`src/rtl/alu_seq.sv`:
```
// Handshaked sequential ALU with registered result and flags.
// Define ALU_SEQ_MUL_EN to build the iterative shift-add multiplier.
module alu_seq #(
  parameter int WIDTH = 32
) (
  input  logic             clk,
  input  logic             reset,
  input  logic             valid_i,
  output logic             ready_o,
  input  logic [WIDTH-1:0] rs_i,
  input  logic [WIDTH-1:0] rt_i,
  input  logic [2:0]       op_i,
  output logic             valid_o,
  input  logic             ready_i,
  output logic [WIDTH-1:0] result_o,
  output logic             zero_o,
  output logic             carry_o,
  output logic             ovf_o
);

  localparam logic [2:0] OP_OR  = 3'b000;
  localparam logic [2:0] OP_AND = 3'b001;
  localparam logic [2:0] OP_ADD = 3'b010;
  localparam logic [2:0] OP_SUB = 3'b011;
  localparam logic [2:0] OP_XOR = 3'b100;
  localparam logic [2:0] OP_SLT = 3'b101;
`ifdef ALU_SEQ_MUL_EN
  localparam logic [2:0] OP_MUL = 3'b110;
  localparam int CW = $clog2(WIDTH + 1);
`endif

  typedef enum logic [1:0] {
    IDLE,
    BUSY,
    HOLD
  } state_t;

  state_t state;

  logic accept;

  assign ready_o = (state == IDLE) ||
                   ((state == HOLD) && ready_i);
  assign accept  = valid_i && ready_o;

  logic             sub;
  logic [WIDTH-1:0] b_op;
  logic [WIDTH:0]   sum;
  logic [WIDTH-1:0] alu_res;
  logic             alu_c;
  logic             alu_v;

  always_comb begin
    sub     = (op_i == OP_SUB);
    b_op    = sub ? ~rt_i : rt_i;
    sum     = {1'b0, rs_i} + {1'b0, b_op} +
              {{WIDTH{1'b0}}, sub};
    alu_res = '0;
    alu_c   = 1'b0;
    alu_v   = 1'b0;
    unique case (op_i)
      OP_OR:  alu_res = rs_i | rt_i;
      OP_AND: alu_res = rs_i & rt_i;
      OP_XOR: alu_res = rs_i ^ rt_i;
      OP_ADD: begin
        alu_res = sum[WIDTH-1:0];
        alu_c   = sum[WIDTH];
        alu_v   = (rs_i[WIDTH-1] == rt_i[WIDTH-1]) &&
                  (sum[WIDTH-1] != rs_i[WIDTH-1]);
      end
      OP_SUB: begin
        alu_res = sum[WIDTH-1:0];
        alu_c   = sum[WIDTH];
        alu_v   = (rs_i[WIDTH-1] != rt_i[WIDTH-1]) &&
                  (sum[WIDTH-1] != rs_i[WIDTH-1]);
      end
      OP_SLT: alu_res = {{(WIDTH-1){1'b0}},
                         $signed(rs_i) < $signed(rt_i)};
      // MUL is handled by the sequencer; 110/111 fall to zero here
      default: alu_res = '0;
    endcase
  end

`ifdef ALU_SEQ_MUL_EN
  logic [2*WIDTH-1:0] mcand;
  logic [2*WIDTH-1:0] acc;
  logic [2*WIDTH-1:0] acc_nx;
  logic [WIDTH-1:0]   mplier;
  logic [CW-1:0]      cnt;

  assign acc_nx = acc + (mplier[0] ? mcand : '0);
`endif

  always_ff @(posedge clk) begin
    if (reset) begin
      state    <= IDLE;
      valid_o  <= 1'b0;
      result_o <= '0;
      zero_o   <= 1'b0;
      carry_o  <= 1'b0;
      ovf_o    <= 1'b0;
`ifdef ALU_SEQ_MUL_EN
      mcand    <= '0;
      acc      <= '0;
      mplier   <= '0;
      cnt      <= '0;
`endif
    end else begin
      unique case (state)
        IDLE, HOLD: begin
          if (accept) begin
`ifdef ALU_SEQ_MUL_EN
            if (op_i == OP_MUL) begin
              mcand   <= {{WIDTH{1'b0}}, rs_i};
              mplier  <= rt_i;
              acc     <= '0;
              cnt     <= CW'(WIDTH);
              valid_o <= 1'b0;
              state   <= BUSY;
            end else
`endif
            begin
              result_o <= alu_res;
              zero_o   <= (alu_res == '0);
              carry_o  <= alu_c;
              ovf_o    <= alu_v;
              valid_o  <= 1'b1;
              state    <= HOLD;
            end
          end else if (state == HOLD && ready_i) begin
            valid_o <= 1'b0;
            state   <= IDLE;
          end
        end
        BUSY: begin
`ifdef ALU_SEQ_MUL_EN
          acc    <= acc_nx;
          mcand  <= mcand << 1;
          mplier <= mplier >> 1;
          cnt    <= cnt - CW'(1);
          if (cnt == CW'(1)) begin
            result_o <= acc_nx[WIDTH-1:0];
            zero_o   <= (acc_nx[WIDTH-1:0] == '0);
            carry_o  <= |acc_nx[2*WIDTH-1:WIDTH];
            ovf_o    <= 1'b0;
            valid_o  <= 1'b1;
            state    <= HOLD;
          end
`else
          state <= IDLE;
`endif
        end
        default: state <= IDLE;
      endcase
    end
  end

endmodule

```
`config.mk`:
```
export PLATFORM = sky130hd
export DESIGN_NAME = alu_seq
export DESIGN_NICKNAME = d
export VERILOG_FILES = /design/src/rtl/alu_seq.sv
export SDC_FILE = /design/constraint.sdc
export NUM_CORES = 1
export LEC_CHECK = 0
export BUFFER_PORTS_ARGS = -buffer_cell sky130_fd_sc_hd__buf_4
export CAP_MARGIN = 20
export CORE_MARGIN = 5
export CORE_UTILIZATION = 50
export DETAILED_ROUTE_END_ITERATION = 6
export GPL_TIMING_DRIVEN = 0
export PLACE_DENSITY_LB_ADDON = 0.15
export SLEW_MARGIN = 5
export SYNTH_ARGS = -nofsm -noshare
export SYNTH_HDL_FRONTEND = slang
export SYNTH_SLANG_ARGS = --single-unit
export TNS_END_PERCENT = 1
```
`constraint.sdc`:
```
create_clock -name clk -period 4.9 [get_ports clk]
set_input_delay 0.245 -clock clk [delete_from_list [all_inputs] [get_ports clk]]
set_output_delay 0.245 -clock clk [all_outputs]
set_load 0.02 [all_outputs]
```
---- Yosys cells after proc, flatten, opt, wreduce, memory -nomap -nowiden ----
Cells that the tools add are included.
word-level totals
  register bits after elaboration ......... 37
  bits in latches ......................... 0
  bits in writable memories ............... 0
  ROM bits ................................ 0
  input bits .............................. 71
  output and inout port bits .............. 37
  memories ................................ 0
operators by class
  add/subtract/negate cells ............... 2
  multiply operators ...................... 0
  div/mod/pow operators ................... 0
  $lt $le $gt $ge ......................... 1
  equality and inequality tests ........... 8
  shift operators ......................... 0
  muxes and demuxes ....................... 8
  bitwise gates (word level) .............. 5
  reductions and logical operators ........ 14
operators by type and width
  kind                                           number
  one-hot mux 32 bit (5 select lines)            1
  adder 32 x 32 -> 33 bit                        1
  adder 33 x 1 -> 33 bit                         1
  AND 32 bit                                     1
  zero test 32 bit                               1
  < comparator 32 bit                            1
  2-to-1 mux 32 bit                              1
  inverter 32 bit                                1
  OR 32 bit                                      1
  XOR 32 bit                                     1
  == test 3 x 2 -> 1 bit, second input constant  2
  == test 3 bit, second input constant           2
  OR reduction 2 bit                             3
  logical AND 1 bit                              4
  2-to-1 mux 2 bit                               2
  AND reduction 2 bit                            2
  == test 3 x 1 -> 1 bit, second input constant  1
  zero test 3 bit                                1
  2-to-1 mux 1 bit                               3
  zero test 2 bit                                1
  != test 1 bit                                  2
  one-hot mux 1 bit (2 select lines)             1
  nonzero test 2 bit                             1
  == test 1 bit                                  1
  2 further kinds                                2

---- Longest topological paths before layout ----
Gate-level depths: netlist (run 1).
  depth after elaboration ................. 7
  gate-level depth with buffers ........... 17
  mapped depth without buffers ............ 14

---- Least setup slack after synthesis (run 1) ----
No wires, ideal clock.
  kind .................................... input port to flip-flop
  start point ............................. in op_i[1]
  end point ............................... reg zero_o
  setup time .............................. 0.088 ns
  arrival time ............................ 3.639 ns
  required time ........................... 4.812 ns
  setup slack ............................. 1.173 ns
  stages .................................. 17
  buffers on the path ..................... 4
  path through ............................ buf_2 > nand3b_1 > buf_4 > clkbuf_1 > xnor2_1 > ha_1 > clkbuf_1 > a21o_1 > o21bai_1 > a32oi_1 > a21oi_2 > or3_1 > a32oi_1 > o2111ai_1 > nor4_1 > nand4_1 > o32ai_2
on the way
  longest elaborated chain between the ends .. 6
  elaborated cells on any way between the ends .. 12
  classes of those cells .................. add/sub: 2; eq/ne: 5; mux: 2; reduce/logical: 3
ends and longest elaborated chain
  item                                     line    text
  start: declaration                       12      input logic [2:0] op_i,
  == test 3 x 2 -> 1 bit                   54, 61
  2-to-1 mux 32 bit                        55      b_op = sub ? ~rt_i : rt_i;
  adder 32 x 32 -> 33 bit                  56      sum = {1'b0, rs_i} + {1'b0, b_op} +
  adder 33 x 1 -> 33 bit                   56
  one-hot mux 32 bit (5 select lines) (*)  61      unique case (op_i)
  zero test 32 bit (*)                     124     zero_o <= (alu_res == '0);
  end signal: assignment                   124
  end: declaration                         16      output logic zero_o,
Every way passes the cells marked *; elsewhere a longest branch is shown, timed or not.
A chain may end at the register's enable or synchronous reset.

---- Final worst setup path (run 1) ----
Ends and elaborated chain as after synthesis.

==> results of run 1 <==
[synth_stat cells, types with 5 or more instances]
cell	instances	area share [%]
nor2b_1	7	0.69
nand2b_1	9	0.88
dfxtp_1	36	11
nand2_1	71	4.2
mux2i_1	8	1.3
o211ai_1	7	0.82
clkbuf_1	39	2.3
or3_1	11	1.1
o31ai_1	5	0.59
xor2_1	5	0.69
o21a_1	12	1.4
o21ai_0	55	4.3
o21bai_1	5	0.59
a21o_1	11	1.3
a22oi_1	20	2.4
or4_1	6	0.71
inv_1	88	5.2
ha_1	136	27
a31oi_1	9	0.88
a21oi_1	63	4.9
xnor2_1	38	5.2
nor4_1	14	1.4
a211oi_1	24	2.8
o221ai_1	5	0.69
nor2_1	80	4.7
nand4_1	14	1.4
nor3_1	15	1.2
and2_1	6	0.59
nand3_1	17	1.3
[where the power goes]
group	switching, uW	internal, uW	total [uW]
clock network	114	203	316
logic	497	315	812
registers	14.4	316	331
total	625	834	1460
[sequential cells by signal, summed over array words and instances, names as in the netlist]
signal / count
result_o: 32
valid_o: 1
ovf_o: 1
zero_o: 1
carry_o: 1
[worst reg2reg max path, stage by stage, from the launching register on]
cell and delay [ns]:
dfxtp_1 0.31, nand2b_1 0.13, and2_1 0.14, clkbuf_1 0.22, o211ai_1 0.16, nor4_1 0.25
nand4_1 0.17, nor4_1 0.31, nand4_1 0.17, nor4_1 0.33, nand4_1 0.19, o32ai_2 0.23
[final timing paths]
kind	start	end	slack, ns	depth (start not counted)
max	op_i[1]	zero_o$_SDFFE_PP0P_	0.56	16
min	valid_i	valid_o$_SDFFE_PP0P_	0.24	3
max reg2reg	valid_o$_SDFFE_PP0P_	zero_o$_SDFFE_PP0P_	2.21	11
min reg2reg	carry_o$_SDFFE_PP0P_	carry_o$_SDFFE_PP0P_	0.46	2
[metrics by stage]
| stage | hold WS, ns | cells | power, uW |
|---|---|---|---|
| floorplan | 0.374 | 879 | 862 |
| CTS | 0.244 | 1165 | 1440 |
| global route | 0.249 | 1165 | 1550 |
| detailed placement | 0.455 | 1157 | 1130 |
| finish | 0.243 | 1165 | 1460 |
| global placement | 0.450 | 1157 | 1120 |
[logic make-up (layout without fill, tap and decap cells)]
family                   count (synthesis)  in the layout  share of synthesized area, %
AND/OR/NAND/NOR                        262            262                          19.5
buffers and inverters                  134            248                          7.95
AO/OA/AOI/OAI                          259            259                          27.2
adder cells (fa/ha/maj)                137            137                          26.9
flip-flops                              36             36                          11.3
XOR/XNOR                                43             43                          5.90
multiplexers                             8              8                          1.25
[final cells by class]
type | count | area, sq um
well taps | 172 | 215
flip-flops and latches | 36 | 721
repair buffers | 106 | 796
inverters | 89 | 334
plain buffers | 45 | 174
multi-input cells | 709 | 5160
fillers | 1233 | 5020
clock buffers | 8 | 146
[routing by layer]
layer  global-route usage [%]  up-vias
met3                     4.62       25
met2                     41.6      301
met5                        0        -
met1                     37.4     3132
li1                         -     3342
met4                     4.78        0
==> results.txt, run 1 <==
status - finished, final reports clean
drt first pass iters - 5
design area - 7550 sq um
most frequent cells in the layout - 136 x ha_1, 107 x buf_4, 88 x inv_1, 80 x nor2_1, 71 x nand2_1
Ys Warns - 0
gpl congestion - 0.976
Total GRT Usage - 26.2%
nets - 1,200
Final Hold Vio Count - 0
crit end category - flip-flop
TNS Setup - 0 ns
Peak VDD IR - 0.000141 V
cells along the critical path - buf_2 > nand3b_1 > buf_4 > clkbuf_1 > xnor2_1 > ha_1 > o21ai_0 > a21oi_1 > o211ai_1 > a2111oi_0 > o21ai_1 > nand2_1 > mux2i_1 > nor4_1 > nand2_1 > o32ai_2
post-DP HPWL - 16,600 um
Critical Path RT - 5.09 ns
crit start category - input pin
Worst Tran Pin Value - 0.922 ns
Mapped Area - 6390 sq um
hold buffer count at cts - 0
clk_skew - 0.00137 ns
routed len/inst - 17.6 um
Syn Area/Cell - 7.27 sq um
ys async rst share - 0%
Gate Count Post-Synth - 879
fin crit share - 88.5%
DRT iter0 DRCs - 714
Buf/Inv on CP - 3
Final setup viols - 0
Syn Nets - 1,087
Die ar. - 15,100 sq um
Placement Setup Slack - 0.334 ns
root buf cell - clkbuf_16
Die Y - 123 um
CTS Buffer Depth - 2
Post-Route WL - 20,500 um
top sig layer - met4
Leakage - 0.00359 uW
antenna violations before repair - 0
met2 WL - 8810 um
drt via density - 5.84
Worst-path clk slew - 0.05 ns
remaining antenna violation count - 0
# rows - 41
post-route setup slack - 0.563 ns
via count - 6,800
max_slew headroom - 38.0%
CP max-delay cell - a2111oi_0
first-pass GRT wire length - 31,700 um
n_diodes - 0
met1 wire length - 9360 um
CTS buffer count - 5
Synth Flop Type - dfxtp_1
Yosys reg bits - 36
Initial Utilization - 50.8%
CTS resizes - 0
post-CTS setup buffer count - 0
Area after DPL - 7400 sq um
max-cap violations - 0
Min Clock Period, post-route - 4.34 ns
Worst-Skew Late Latency - 0.28 ns
DR WL met3 - 2040 um
slowest cell delay on critical path - 0.72 ns
GR Overflow Total - 0
CP Max Fanout - 10
CTS tree - built
layout cell share with drive strength beyond 1 - 12.6%
fmax - 0.231 GHz
I/O pin count - 108
min-delay worst type - input pin to flip-flop
H-tree depth - 2
WP data arrival - 4.53 ns
most used cell along the critical path - nand2_1
fin util - 60.0%
Yosys cell types - 63
CTS Sinks - 36
most common cell after layout, fill and taps aside - ha_1
Area Growth Syn to Fin - 18.1%
DRC violations left - 0
class of the most critical setup path - input pin to flip-flop
PD cells - 193 nW/um^2
RSZ-0062 raised after global routing - false
port buffer count - 106
kind of cell adding the most delay to the critical path - compound AO/OA/AOI/OAI gates
vias in the first global route - 6,170
total core area - 12,600 sq um
sequential area share after synthesis - 11.3%
maximum number of pins on one net before global-route repair - 11
number of enable flip-flop cells after synthesis - 0
Die X - 123 um
Slew Viols, Final - 0
(Power assumes the default switching activity.)
==> run 2, diff against run 1 <==
--- a/config.mk
+++ b/config.mk
@@ -9,6 +9,7 @@
 export CAP_MARGIN = 20
 export CORE_MARGIN = 5
 export CORE_UTILIZATION = 50
+export CTS_BUF_LIST = sky130_fd_sc_hd__clkbuf_8
 export DETAILED_ROUTE_END_ITERATION = 6
 export GPL_TIMING_DRIVEN = 0
 export PLACE_DENSITY_LB_ADDON = 0.15
==> run 2 against run 1 <==
  * Critical path depth is the same
  * Largest cell class unchanged
  * Critical path type unchanged
  * Sequential power about the same
  * Register-to-register slack worse by 0.09 ns
  * Cell count is the same
==> results.txt, run 2 (same netlist as run 1, synthesis figures left out) <==
status - finished, final reports clean
Worst-path clk slew - 0.07 ns
hold path depth - 3
sequential share of power - 24.4%
RSZ-0062 raised after global routing - false
CTS Buffer Depth - 2
Peak VDD IR - 0.000102 V
maximum number of pins on one net before global-route repair - 11
remaining antenna violation count - 0
max-cap violations - 0
H-tree depth - 2
combinational share of power - 59.8%
most frequent cells in the layout - 136 x ha_1, 107 x buf_4, 90 x inv_1, 80 x nor2_1, 71 x nand2_1
RR Endpoint - zero_o$_SDFFE_PP0P_
most common cell after layout, fill and taps aside - ha_1
Hold Path Sink - valid_o$_SDFFE_PP0P_
TNS Setup - 0 ns
hold buffer count at cts - 0
n_diodes - 0
DRT iter0 DRCs - 661
GR Overflow Total - 0
antenna violations before repair - 0
worst reg2reg path startpoint - valid_o$_SDFFE_PP0P_
drt via density - 5.84
DRC violations left - 0
port buffer count - 106
min-delay worst type - input pin to flip-flop
Die ar. - 15,100 sq um
crit end category - flip-flop
fin crit share - 89.3%
CTS buffer count - 5
Die X - 123 um
largest register by flop count - result_o
Final setup viols - 0
Sw Pwr - 611 uW
I/O pin count - 108
CP Max Fanout - 10
Worst-Skew Late Latency - 0.29 ns
Leakage - 0.00358 uW
root buf cell - clkbuf_8
Critical Path RT - 5.10 ns
Initial Utilization - 50.8%
CTS tree - built
Worst R2R Setup Slack - 2.12 ns
Min Clock Period, post-route - 4.38 ns
footprint of the multi-input gates - 5160 sq um
gpl congestion - 0.976
total core area - 12,600 sq um
switch share - 45.2%
WHS - 0.227 ns
fmax - 0.229 GHz
CTS resizes - 0
Reg area - 721 sq um
via count - 6,800
PD cells - 181 nW/um^2
Total GRT Usage - 26.1%
post-DP HPWL - 16,600 um
Total Power - 1350 uW
vias in the first global route - 6,147
clk_skew - 0.00618 ns
Clk pwr share - 15.8%
CTS Sinks - 36
Worst Tran Pin Value - 0.914 ns
Final Hold Vio Count - 0
WP data arrival - 4.58 ns
Post-Route WL - 20,200 um
crit start category - input pin
class of the most critical setup path - input pin to flip-flop
Slew Viols, Final - 0
Int Power - 742 uW
# rows - 41
first-pass GRT wire length - 31,600 um
number of flip-flops under the largest register name - 32
nets - 1,200
max_slew headroom - 38.5%
drt first pass iters - 6
layout cell share with drive strength beyond 1 - 12.6%
worst reg-to-reg path cell count - 11
Filler cells - 1,245
routed len/inst - 17.4 um
post-CTS setup buffer count - 0
Area Growth Syn to Fin - 17.2%
hold path start - valid_i
Die Y - 123 um
[run 2: cell types whose count changed in the layout (fill, tap and decap cells not counted), sizes merged]
cell,before,now
clkbuf,47,45
inv,88,90
[run 2: worst max-delay path by stage]
stage                           to  cells after the start     from  slack, ns
5_1_grt        zero_o$_SDFFE_PP0P_                     16  op_i[1]       0.21
3_3_place_gp   zero_o$_SDFFE_PP0P_                     16  op_i[1]       0.38
3_5_place_dp   zero_o$_SDFFE_PP0P_                     16  op_i[1]       0.33
2_1_floorplan  zero_o$_SDFFE_PP0P_                     17  op_i[1]       1.17
6_report       zero_o$_SDFFE_PP0P_                     16  op_i[1]       0.52
4_1_cts        zero_o$_SDFFE_PP0P_                     16  op_i[1]       0.60
[run 2: area by class of cell]
cell class	instances	area share (%)
Tap cell	172	2.87
Buffer	45	2.32
Clock buffer	6	1.10
Multi-Input combinational cell	709	68.9
Inverter	89	4.46
Clock inverter	2	0.100
Timing Repair Buffer	106	10.6
Sequential cell	36	9.62
[run 2: critical path: stages]
cell,delay (ns)
buf_2,0.15
nand3b_1,0.09
buf_4,0.17
clkbuf_1,0.60
xnor2_1,0.21
ha_1,0.36
a221oi_1,0.50
o21ai_1,0.20
o21ai_1,0.25
o21bai_1,0.14
xor2_1,0.20
a2111oi_0,0.48
nand4_1,0.21
nor4_1,0.34
nand4_1,0.19
o32ai_2,0.23
[run 2: power groups by stage]
stage               Combinational [uW]  Sequential [uW]  Clock [uW]
detailed placement                 791              336           0
finish                             809              330         213
floorplan                          501              362           0
global placement                   783              336           0
CTS                                796              330         214
global route                       892              332         226
[run 2: routing by layer]
layer	global-route usage, %	vias to the layer above	wire length, um
li1	-	3349	-
met1	37.4	3147	9380
met2	41.3	281	8690
met3	4.62	23	1960
met4	5.40	0	209
met5	0	-	0
[run 2: through the flow]
stage | setup WS, ns | instances | utilization, % | cell area, sq um
floorplan | 1.17 | 879 | - | 6390
global placement | 0.381 | 1157 | 58.9 | 7400
detailed placement | 0.334 | 1157 | 58.9 | 7400
CTS | 0.600 | 1165 | 59.6 | 7490
global route | 0.208 | 1165 | 59.6 | 7490
finish | 0.525 | 1165 | 59.6 | 7490
